### src/rtl/fetch_stage.sv
// LC-3 instruction fetch stage: owns the PC, issues single-outstanding imem reads,
// buffers one word across downstream stalls and squashes reads orphaned by a redirect.
module fetch_stage #(
  parameter logic [15:0] RESET_PC = 16'h0000
) (
  input  logic        clk,
  input  logic        reset,
  input  logic        stall_in,
  input  logic        redirect,
  input  logic [15:0] redirect_target,
  output logic        imem_read,
  output logic [15:0] imem_address,
  input  logic        imem_resp,
  input  logic [15:0] imem_rdata,
  output logic        if_id_load,
  output logic [15:0] if_plus2_out,
  output logic [15:0] if_instr_out
);

  localparam logic [1:0] FETCH  = 2'd0;
  localparam logic [1:0] HOLD   = 2'd1;
  localparam logic [1:0] SQUASH = 2'd2;

  logic [1:0]  state_q, state_d;
  logic [15:0] pc_q, pc_d;
  logic [15:0] hold_instr_q, hold_instr_d;
  logic [15:0] redirect_pc_q, redirect_pc_d;

  logic [15:0] pc_plus2;
  logic        read_c;
  logic        load_c;
  logic [15:0] instr_c;

  // Wraps modulo 2^16, so FFFE advances to 0000.
  assign pc_plus2 = pc_q + 16'd2;

  always_comb begin
    state_d       = state_q;
    pc_d          = pc_q;
    hold_instr_d  = hold_instr_q;
    redirect_pc_d = redirect_pc_q;
    read_c        = 1'b0;
    load_c        = 1'b0;
    instr_c       = 16'h0000;

    case (state_q)
      FETCH: begin
        read_c = 1'b1;
        if (redirect) begin
          if (imem_resp) begin
            pc_d = redirect_target;
          end else begin
            // The read in flight must finish at its original address before we move on.
            redirect_pc_d = redirect_target;
            state_d       = SQUASH;
          end
        end else if (imem_resp) begin
          if (!stall_in) begin
            load_c  = 1'b1;
            instr_c = imem_rdata;
            pc_d    = pc_plus2;
          end else begin
            hold_instr_d = imem_rdata;
            state_d      = HOLD;
          end
        end
      end

      HOLD: begin
        if (redirect) begin
          pc_d    = redirect_target;
          state_d = FETCH;
        end else if (!stall_in) begin
          load_c  = 1'b1;
          instr_c = hold_instr_q;
          pc_d    = pc_plus2;
          state_d = FETCH;
        end
      end

      SQUASH: begin
        read_c = 1'b1;
        if (redirect) begin
          redirect_pc_d = redirect_target;
        end
        if (imem_resp) begin
          // The youngest redirect wins, including one arriving with the stale response.
          pc_d    = redirect ? redirect_target : redirect_pc_q;
          state_d = FETCH;
        end
      end

      default: begin
        state_d = FETCH;
      end
    endcase
  end

  always_ff @(posedge clk or posedge reset) begin
    if (reset) begin
      state_q       <= FETCH;
      pc_q          <= RESET_PC;
      hold_instr_q  <= 16'h0000;
      redirect_pc_q <= 16'h0000;
    end else begin
      state_q       <= state_d;
      pc_q          <= pc_d;
      hold_instr_q  <= hold_instr_d;
      redirect_pc_q <= redirect_pc_d;
    end
  end

  // Reset silences every output immediately, independent of the clock.
  assign imem_read    = !reset && read_c;
  assign imem_address = reset ? 16'h0000 : pc_q;
  assign if_id_load   = !reset && load_c;
  assign if_instr_out = if_id_load ? instr_c : 16'h0000;
  assign if_plus2_out = if_id_load ? pc_plus2 : 16'h0000;

  a_no_load_on_redirect: assert property (
    @(posedge clk) disable iff (reset) !(if_id_load && redirect)
  );

endmodule

### config.mk
export PLATFORM = sky130hd
export DESIGN_NAME = fetch_stage
export DESIGN_NICKNAME = d
export VERILOG_FILES = /design/src/rtl/fetch_stage.sv
export SDC_FILE = /design/constraint.sdc
export NUM_CORES = 1
export LEC_CHECK = 0
export CAP_MARGIN = 20
export CORE_ASPECT_RATIO = 2
export CORE_MARGIN = 2
export CORE_UTILIZATION = 49
export CTS_BUF_LIST = sky130_fd_sc_hd__clkbuf_8
export CTS_CLUSTER_DIAMETER = 40
export DETAILED_ROUTE_END_ITERATION = 8
export PLACE_DENSITY = 0.94
export SETUP_SLACK_MARGIN = 0.05
export SLEW_MARGIN = 20
export SYNTH_ARGS = -nofsm -noshare
export SYNTH_HDL_FRONTEND = slang
export SYNTH_SLANG_ARGS = --single-unit
export TNS_END_PERCENT = 50
### constraint.sdc
create_clock -name clk -period 2.8 [get_ports clk]
set_clock_uncertainty 0.1 [all_clocks]
set_input_delay 0.56 -clock clk [delete_from_list [all_inputs] [get_ports clk]]
set_output_delay 0.56 -clock clk [all_outputs]
set_load 0.02 [all_outputs]
# After elaboration in Yosys (flattened, before gate mapping)
# Cells that the tools add are included.
[totals]
ramBits = 0
latchBits = 0
output_inout_bits = 50
register_bits = 50
word_cells = 61
n_memories = 0
mem_bits_ro = 0
[classes]
shifts = 0
mux = 34
n_div = 0
add_sub_neg = 1
bitwise = 1
n_mul = 0
n_lt_le_gt_ge = 0
n_eq_ne = 10
n_reduce_logical = 11
[ops]
columns = ["op", "count"]
rows = [
  ["two-way mux 16 bit", 17],
  ["case mux 16 bit (2 select lines)", 2],
  ["case mux 16 bit (3 select lines)", 1],
  ["adder 16 x 2 -> 16 bit, second input constant", 1],
  ["two-way mux 2 bit", 7],
  ["inequality test 3 bit, second input constant", 4],
  ["inequality test 2 bit, second input constant", 4],
  ["case mux 2 bit (3 select lines)", 1],
  ["AND reduction 3 bit", 2],
  ["two-way mux 1 bit", 5],
  ["AND reduction 5 bit", 1],
  ["AND reduction 4 bit", 1],
  ["nonzero test 3 bit", 1],
  ["equality test 2 x 1 -> 1 bit, second input constant", 1],
  ["equality test 2 bit, second input constant", 1],
  ["logical AND 1 bit", 2],
  ["logical NOT 2 bit", 1],
  ["case mux 1 bit (2 select lines)", 1],
  ["nonzero test 2 bit", 1],
  ["OR reduction 2 bit", 1],
  ["logical NOT 1 bit", 1],
  ["inverter 1 bit", 1],
]

# Logic depth before layout (Yosys ltp)
# Gate-level depths: netlist (run 1).
[logic_depth]
ltp_word = 6
depth_mapped = 6

# Least setup slack after synthesis (run 1)
# Ideal clock, no wire load.
[synth_timing]
path_type = "in2out"
start = "input redirect"
end = "output if_plus2_out[6]"
slack_ps = 194
path_stages = 5
t_arrival_ps = 1946
t_required_ps = 2140
path_cell_list = "or3_1 or3_1 clkbuf_1 clkbuf_1 a21oi_1"
[synth_via]
elab_chain_len = 4
elab_cells_between_ends = 5
classes_between = "mux (4); reduce/logical (1)"
[synth_lines]
columns = ["item", "line", "source"]
rows = [
  ["start, declared", "9", "input logic redirect,"],
  ["two-way mux 1 bit, on equally long branches", "70, 49", ""],
  ["case mux 1 bit (2 select lines) (*)", "46", "case (state_q)"],
  ["logical AND 1 bit (*)", "116", "assign if_id_load = !reset && load_c;"],
  ["two-way mux 16 bit (*)", "118", "assign if_plus2_out = if_id_load ? pc_plus2 : 16'h0000;"],
  ["end, declared", "16", "output logic [15:0] if_plus2_out,"],
]
# Every way passes the cells marked *; elsewhere a longest branch is shown, timed or not.

# Final worst setup path (run 1)
[layout_timing]
start = "input imem_resp"
end = "output if_plus2_out[9]"
[layout_via]
elab_chain_len = 5
[layout_lines]
columns = ["item", "line", "source"]
rows = [
  ["start, declared", "13", "input logic imem_resp,"],
  ["two-way mux 1 bit", "57", "end else if (imem_resp) begin"],
  ["two-way mux 1 bit", "49", "if (redirect) begin"],
  ["case mux 1 bit (2 select lines)", "46", ""],
  ["logical AND 1 bit", "116", ""],
  ["two-way mux 16 bit", "118", ""],
]
# No other way between the ends.

==> results of run 1 <==
timing repair:
| action | 4_1_cts | 5_1_grt |
|---|---|---|
| cloned | 1 | 0 |
| endpoints found under the setup margin | 33 | 29 |
| buffers inserted | 0 | 1 |
| pin swaps | 6 | 14 |
| resized for setup | 134 | 19 |
per-stage QoR:
step | TNS (ns) | instance area, um^2 | power (W) | std cells | hold slack [ns]
final | 0 | 4214 | 0.002284 | 487 | 0.4115
after global routing | -0.01518 | 4214 | 0.002412 | 487 | 0.4268
after CTS | 0 | 4184 | 0.002273 | 486 | 0.4140
after detailed placement | -19.18 | 4124 | 0.001765 | 477 | 0.3930
after global placement | -17.93 | 4124 | 0.001727 | 477 | 0.3794
after floorplan | 0 | 2958 | 0.001429 | 311 | 0.3722
final cells by class:
class	instances	area [um^2]
clock buffer	5	68.82
tap	63	78.83
inverter	8	30.03
clock inverter	3	40.04
sequential	50	1252
fill	443	1692
multi-input combinational	231	1640
timing repair buffer	127	1104
worst paths after layout:
check	from	to	depth (start not counted)	slack (ns)
worst max-delay path	imem_resp	if_plus2_out[9]	6	0.07
min in group asynchronous	reset	redirect_pc_q[15]	3	0.80
worst min-delay path	hold_instr_q[8]	hold_instr_q[8]	1	0.41
max in group asynchronous	reset	pc_q[7]	4	1.27
worst max register to register	state_q[0]	pc_q[14]	5	0.76
worst min register to register	hold_instr_q[8]	hold_instr_q[8]	1	0.41
kinds of logic (layout without fill, tap and decap cells):
| kind of cell | after synthesis | in the layout | synth area share (%) |
|---|---|---|---|
| xor+xnor | 11 | 11 | 3.257 |
| buf+inv | 30 | 143 | 4.103 |
| simple gates | 119 | 119 | 20.26 |
| mux | 37 | 37 | 13.92 |
| fa+ha+maj | 1 | 1 | 0.4229 |
| compound gates | 63 | 63 | 15.74 |
| flops | 50 | 50 | 42.30 |
critical path, stage by stage:
cell,delay [ns]
clkdlybuf4s50_1,0.49
nor2_1,0.07
or3_4,0.40
buf_4,0.18
nor2_1,0.10
clkdlybuf4s15_2,0.26
cells in the final DEF, fill, tap and decap left out, drive strengths merged, types with 3 or more instances in the layout:
cell type,instances
buf,66
clkdlybuf4s50,51
nor2,50
dfrtp,50
mux2,33
a22oi,15
nor2b,14
nor3,10
nand2,10
a21oi,9
and3,9
clkdlybuf4s15,9
nand3,8
o21ai,8
xnor2,8
inv,8
a221oi,7
o2bb2ai,6
clkbuf,6
mux2i,4
a221o,4
nand4,4
nor4,4
xor2,3
or3,3
a211oi,3
routing by layer:
| layer | vias up | routed length [um] |
|---|---|---|
| li1 | 1344 | - |
| met1 | 1400 | 3390 |
| met2 | 143 | 4485 |
| met3 | 18 | 606 |
| met4 | 0 | 179 |
| met5 | - | 0 |
report_power, final:
group          switching [W]  internal (W)
sequential          0.000126      0.000876
clock               0.000240      0.000263
combinational       0.000366      0.000414
total               0.000732       0.00155
registers in the layout, summed over array words and instances, names as in the netlist:
| signal | count |
|---|---|
| hold_instr_q | 16 |
| pc_q | 16 |
| redirect_pc_q | 16 |
| state_q | 2 |
==> out/metrics.csv, run 1 <==
metric;value;unit
number of synthesized flops with an enable pin;0;
drt initial violations;208;
status;finished with violations;
Critical Path AT;2.07;ns
Rel. slew slack;68.95;%
vias after detailed routing;2905;
Routed Antenna Nets;0;
Synth Area per Inst;9.511;um^2
port bufs;86;
met1 usage;35.76;%
met3 usage;4.195;%
top cell type's share of synthesized area;42.30;%
layout cell share with drive strength beyond 1;31.37;%
Syn. warnings;0;
number of global-route vias before repair;2924;
fmax;0.3663;GHz
CTS root buf;clkbuf_8;
RSZ-0062 raised after global routing;true;
Seq/Total Area, Yosys;42.30;%
fin crit period;2.730;ns
antenna cell count;0;
largest net degree at the start of global routing;33;
dpl ws;-0.6820;ns
final core occ;71.36;%
leakage power total;1.770;nW
final setup fails;0;
NumNets Final;461;
via/cell ratio;5.965;
Hold Fails Final Rpt;0;
clock sinks;50;
drc violations;7;
most common library cells after synthesis;50 x dfrtp_1, 50 x nor2_1, 33 x mux2_2;
CP max FO;5;
crit share post-route;97.51;%
DR WL/cell;17.78;um
gr ovfl total;0;
violated checks;DRC;
# IOs;87;
DP Wirelength;6.158;mm
detailed-route wire length;8.661;mm
Final Max Slew Viols;0;
Hold Crit Class;flop to flop;
Crit. End Element;primary output;
grt peak-use layer;met2;
CTS H-tree lvls;2;
Synth area leader;dfrtp_1;
TritonCTS clock tree;built;
Core Region;5906;um^2
Area Growth Syn to Fin;42.47;%
Worst EP required;2.14;ns
Tot GR Track Use;27.39;%
drt first pass iters;6;
FFs w/ async S/R, synth;100.0;%
Top FF cell, synth;dfrtp_1;
die area;6712;um^2
worst-margin pin slew;0.4657;ns
Initial Utilization;50.08;%
Setup CP Type;primary input to primary output;
routability-driven placement congestion ratio;0.8754;
initial antenna violation count;0;
Critical Path Source Type;primary input;
Synth Net Count;349;
Clk Latency, worst-skew pair;0.31;ns
Longest Clk Path Bufs;2;
synthesized flop and latch total;50;
ranking of synthesized cells by area;dfrtp_1 42%, mux2_2 13%, nor2_1 6.3%;
register clock-pin slew on the reported worst setup and hold paths;0.09;ns
global-route wire length before repair;14.19;mm
Die H;113.9;um
row cnt;40;
post-synthesis cell area;2958;um^2
hold_buf cts;0;
die width;58.94;um
TritonCTS buffer count;5;
Syn Inst Count;311;
post-synth cell types;44;
VDD IR max;0.5002;mV
met2 usage;45.04;%
max_cap viols;0;
post-route setup slack;0.06968;ns
Power Density;542.0;nW/um^2
No activity file was read; power rests on OpenSTA's default activity.
==> inputs of run 2 (changes only) <==
--- a/config.mk
+++ b/config.mk
@@ -5,14 +5,14 @@
 export SDC_FILE = /design/constraint.sdc
 export NUM_CORES = 1
 export LEC_CHECK = 0
+export ABC_CLOCK_PERIOD_IN_PS = 2800
 export CAP_MARGIN = 20
 export CORE_ASPECT_RATIO = 2
 export CORE_MARGIN = 2
-export CORE_UTILIZATION = 49
-export CTS_BUF_LIST = sky130_fd_sc_hd__clkbuf_8
+export CORE_UTILIZATION = 48
 export CTS_CLUSTER_DIAMETER = 40
 export DETAILED_ROUTE_END_ITERATION = 8
-export PLACE_DENSITY = 0.94
+export PLACE_DENSITY = 0.81
 export SETUP_SLACK_MARGIN = 0.05
 export SLEW_MARGIN = 20
 export SYNTH_ARGS = -nofsm -noshare
==> run 2 against run 1 <==
  * First-iteration DRC count down 40%
  * The flow now finishes without violations
  * Clock-buffer cell count rose by 1
  * Wire length increased by 2.7%
  * Highest routed layer unchanged
  * Die area is 2.0% higher
  * Global-route usage decreased by 0.16 points
  * Hold slack worse by 0.0074 ns
==> out/metrics.csv, run 2 (synthesized netlist as in run 1, its figures left out) <==
metric;value;unit;change
largest net degree at the start of global routing;51;;+55%
worst r2r path cells;5;;unchanged
post-route setup slack;0.01431;ns;-0.05537 ns
Rel. slew slack;58.89;%;-10 points
Hold WS;0.4042;ns;-0.007358 ns
final core occ;71.67;%;+0.31 points
CTS root buf;clkbuf_16;;
Worst EP required;2.14;ns;about the same
leakage power total;1.873;nW;+5.8%
start point of the critical path;state_q[1];;
CTS H-tree lvls;2;;unchanged
Sequential Area;1251;um^2;about the same
Longest Clk Path Bufs;2;;unchanged
routability-driven placement congestion ratio;0.9420;;+7.6%
Power Density;553.4;nW/um^2;+2.1%
commonest non-fill, non-tap cell in the layout;buf_4;;
# IOs;87;;unchanged
max_cap viols;0;;unchanged
area occupied by multi-input gates;1665;um^2;+1.5%
Final Max Slew Viols;0;;unchanged
number of fill cells in the layout;464;;+4.7%
number of global-route vias before repair;3029;;+3.6%
final setup TNS;0;ns;unchanged
TritonCTS clock tree;built;;
NumNets Final;461;;unchanged
DP Wirelength;6.068;mm;-1.5%
Area Growth Syn to Fin;45.52;%;
DR WL/cell;18.34;um;+3.1%
TritonCTS buffer count;5;;unchanged
Tot GR Track Use;27.24;%;-0.16 points
worst-margin pin slew;0.6154;ns;+0.1498 ns
vias after detailed routing;2903;;-0.069%
hold_buf cts;0;;unchanged
row cnt;40;;unchanged
fmax;0.3590;GHz;-2.0%
r2r startpoint;state_q[0];;
status;finished, final reports clean;;
CP max FO;6;;+1
crit share post-route;99.49;%;+2.0 points
detailed-route wire length;8.894;mm;+2.7%
register clock-pin slew on the reported worst setup and hold paths;0.06;ns;-0.03 ns
port bufs;86;;unchanged
Critical Path Source Type;flop;;
clock sinks;50;;unchanged
die area;6844;um^2;+2.0%
Critical Path AT;2.13;ns;+0.06 ns
most frequent cells in the layout;51 x buf_4, 50 x dfrtp_1, 47 x nor2_1, 47 x clkdlybuf4s50_1, 33 x mux2_2;;
Hold Crit Class;flop to flop;;
via/cell ratio;5.986;;+0.34%
drc violations;0;;-7
Worst R2R End;pc_q[14];;
worst setup path end;if_instr_out[5];;
final setup fails;0;;unchanged
drt initial violations;125;;-40%
flop2flop setup slack;0.56;ns;-0.20 ns
dpl ws;-0.6387;ns;+0.04335 ns
drt first pass iters;4;;-2
Initial Utilization;49.25;%;-0.83 points
gr ovfl total;0;;unchanged
Setup CP Type;flop to primary output;;
layout cell share with drive strength beyond 1;32.46;%;+1.1 points
Routed Antenna Nets;0;;unchanged
Die H;115.0;um;+1.0%
VDD IR max;0.4963;mV;-0.78%
die width;59.51;um;+0.96%
global-route wire length before repair;14.03;mm;-1.1%
Crit. End Element;primary output;;
Hold Fails Final Rpt;0;;unchanged
fin crit period;2.786;ns;+0.05537 ns
antenna cell count;0;;unchanged
biggest regs;hold_instr_q: 16 flops, pc_q: 16 flops, redirect_pc_q: 16 flops;;
initial antenna violation count;0;;unchanged
RSZ-0062 raised after global routing;true;;
Clk Latency, worst-skew pair;0.29;ns;-0.02 ns
Core Region;6006;um^2;+1.7%
## run 2: changes by cell type in the layout (fill, tap and decap cells not counted), moves of 5 or more
cell / delta
buf_4: +7
clkdlybuf4s15_2: -7
buf_2: -5
clkbuf_16: +5
## run 2: cell type report
class | count | area share, %
Tap cell | 63 | 1.831
Inverter | 8 | 0.6977
Clock buffer | 6 | 3.227
Sequential cell | 50 | 29.07
Timing Repair Buffer | 127 | 26.48
Multi-Input combinational cell | 231 | 38.69
## run 2: how the worst min path moves through the flow
stage | startpoint | to | cells past startpoint
2_1_floorplan | redirect_pc_q[11] | redirect_pc_q[11] | 1
6_report | redirect_pc_q[15] | redirect_pc_q[15] | 1
5_1_grt | redirect_pc_q[11] | redirect_pc_q[11] | 1
3_3_place_gp | redirect_pc_q[15] | redirect_pc_q[15] | 1
4_1_cts | redirect_pc_q[15] | redirect_pc_q[15] | 1
3_5_place_dp | redirect_pc_q[15] | redirect_pc_q[15] | 1
## run 2: critical path: stages, from the launching register on
cell	delay, ns
dfrtp_1	0.39
or3_4	0.39
buf_6	0.13
nor3b_4	0.32
buf_6	0.20
a22oi_2	0.08
nor2_1	0.15
buf_4	0.17
## run 2: power by group
part	switching, W	total (W)	internal (W)
Combinational	0.000365	0.000773	0.000408
Sequential	0.000132	0.00101	0.000877
Clock	0.000254	0.000599	0.000346
Total	0.000751	0.00238	0.00163
## run 2: stage by stage
step,area (um^2),total power (W),cells
2_1_floorplan,2958,0.001429,311
3_3_place_gp,4116,0.001742,476
3_5_place_dp,4116,0.001765,476
4_1_cts,4249,0.002370,485
5_1_grt,4304,0.002506,485
6_report,4304,0.002382,485
## run 2: routing by layer
| layer | wire length [um] | up-vias | track usage (%) |
|---|---|---|---|
| met5 | 0 | - | 0 |
| met4 | 381 | 0 | 18.81 |
| met3 | 441 | 31 | 5.062 |
| met2 | 4905 | 118 | 47.11 |
| met1 | 3165 | 1403 | 28.49 |
| li1 | - | 1351 | - |
## run 2: timing repair
| item | 4_1_cts | 5_1_grt |
|---|---|---|
| pin swaps | 5 | 19 |
| endpoints found under the setup margin | 33 | 41 |
| gates cloned | 2 | 0 |
| buffers inserted | 1 | 0 |
| resized for setup | 174 | 19 |
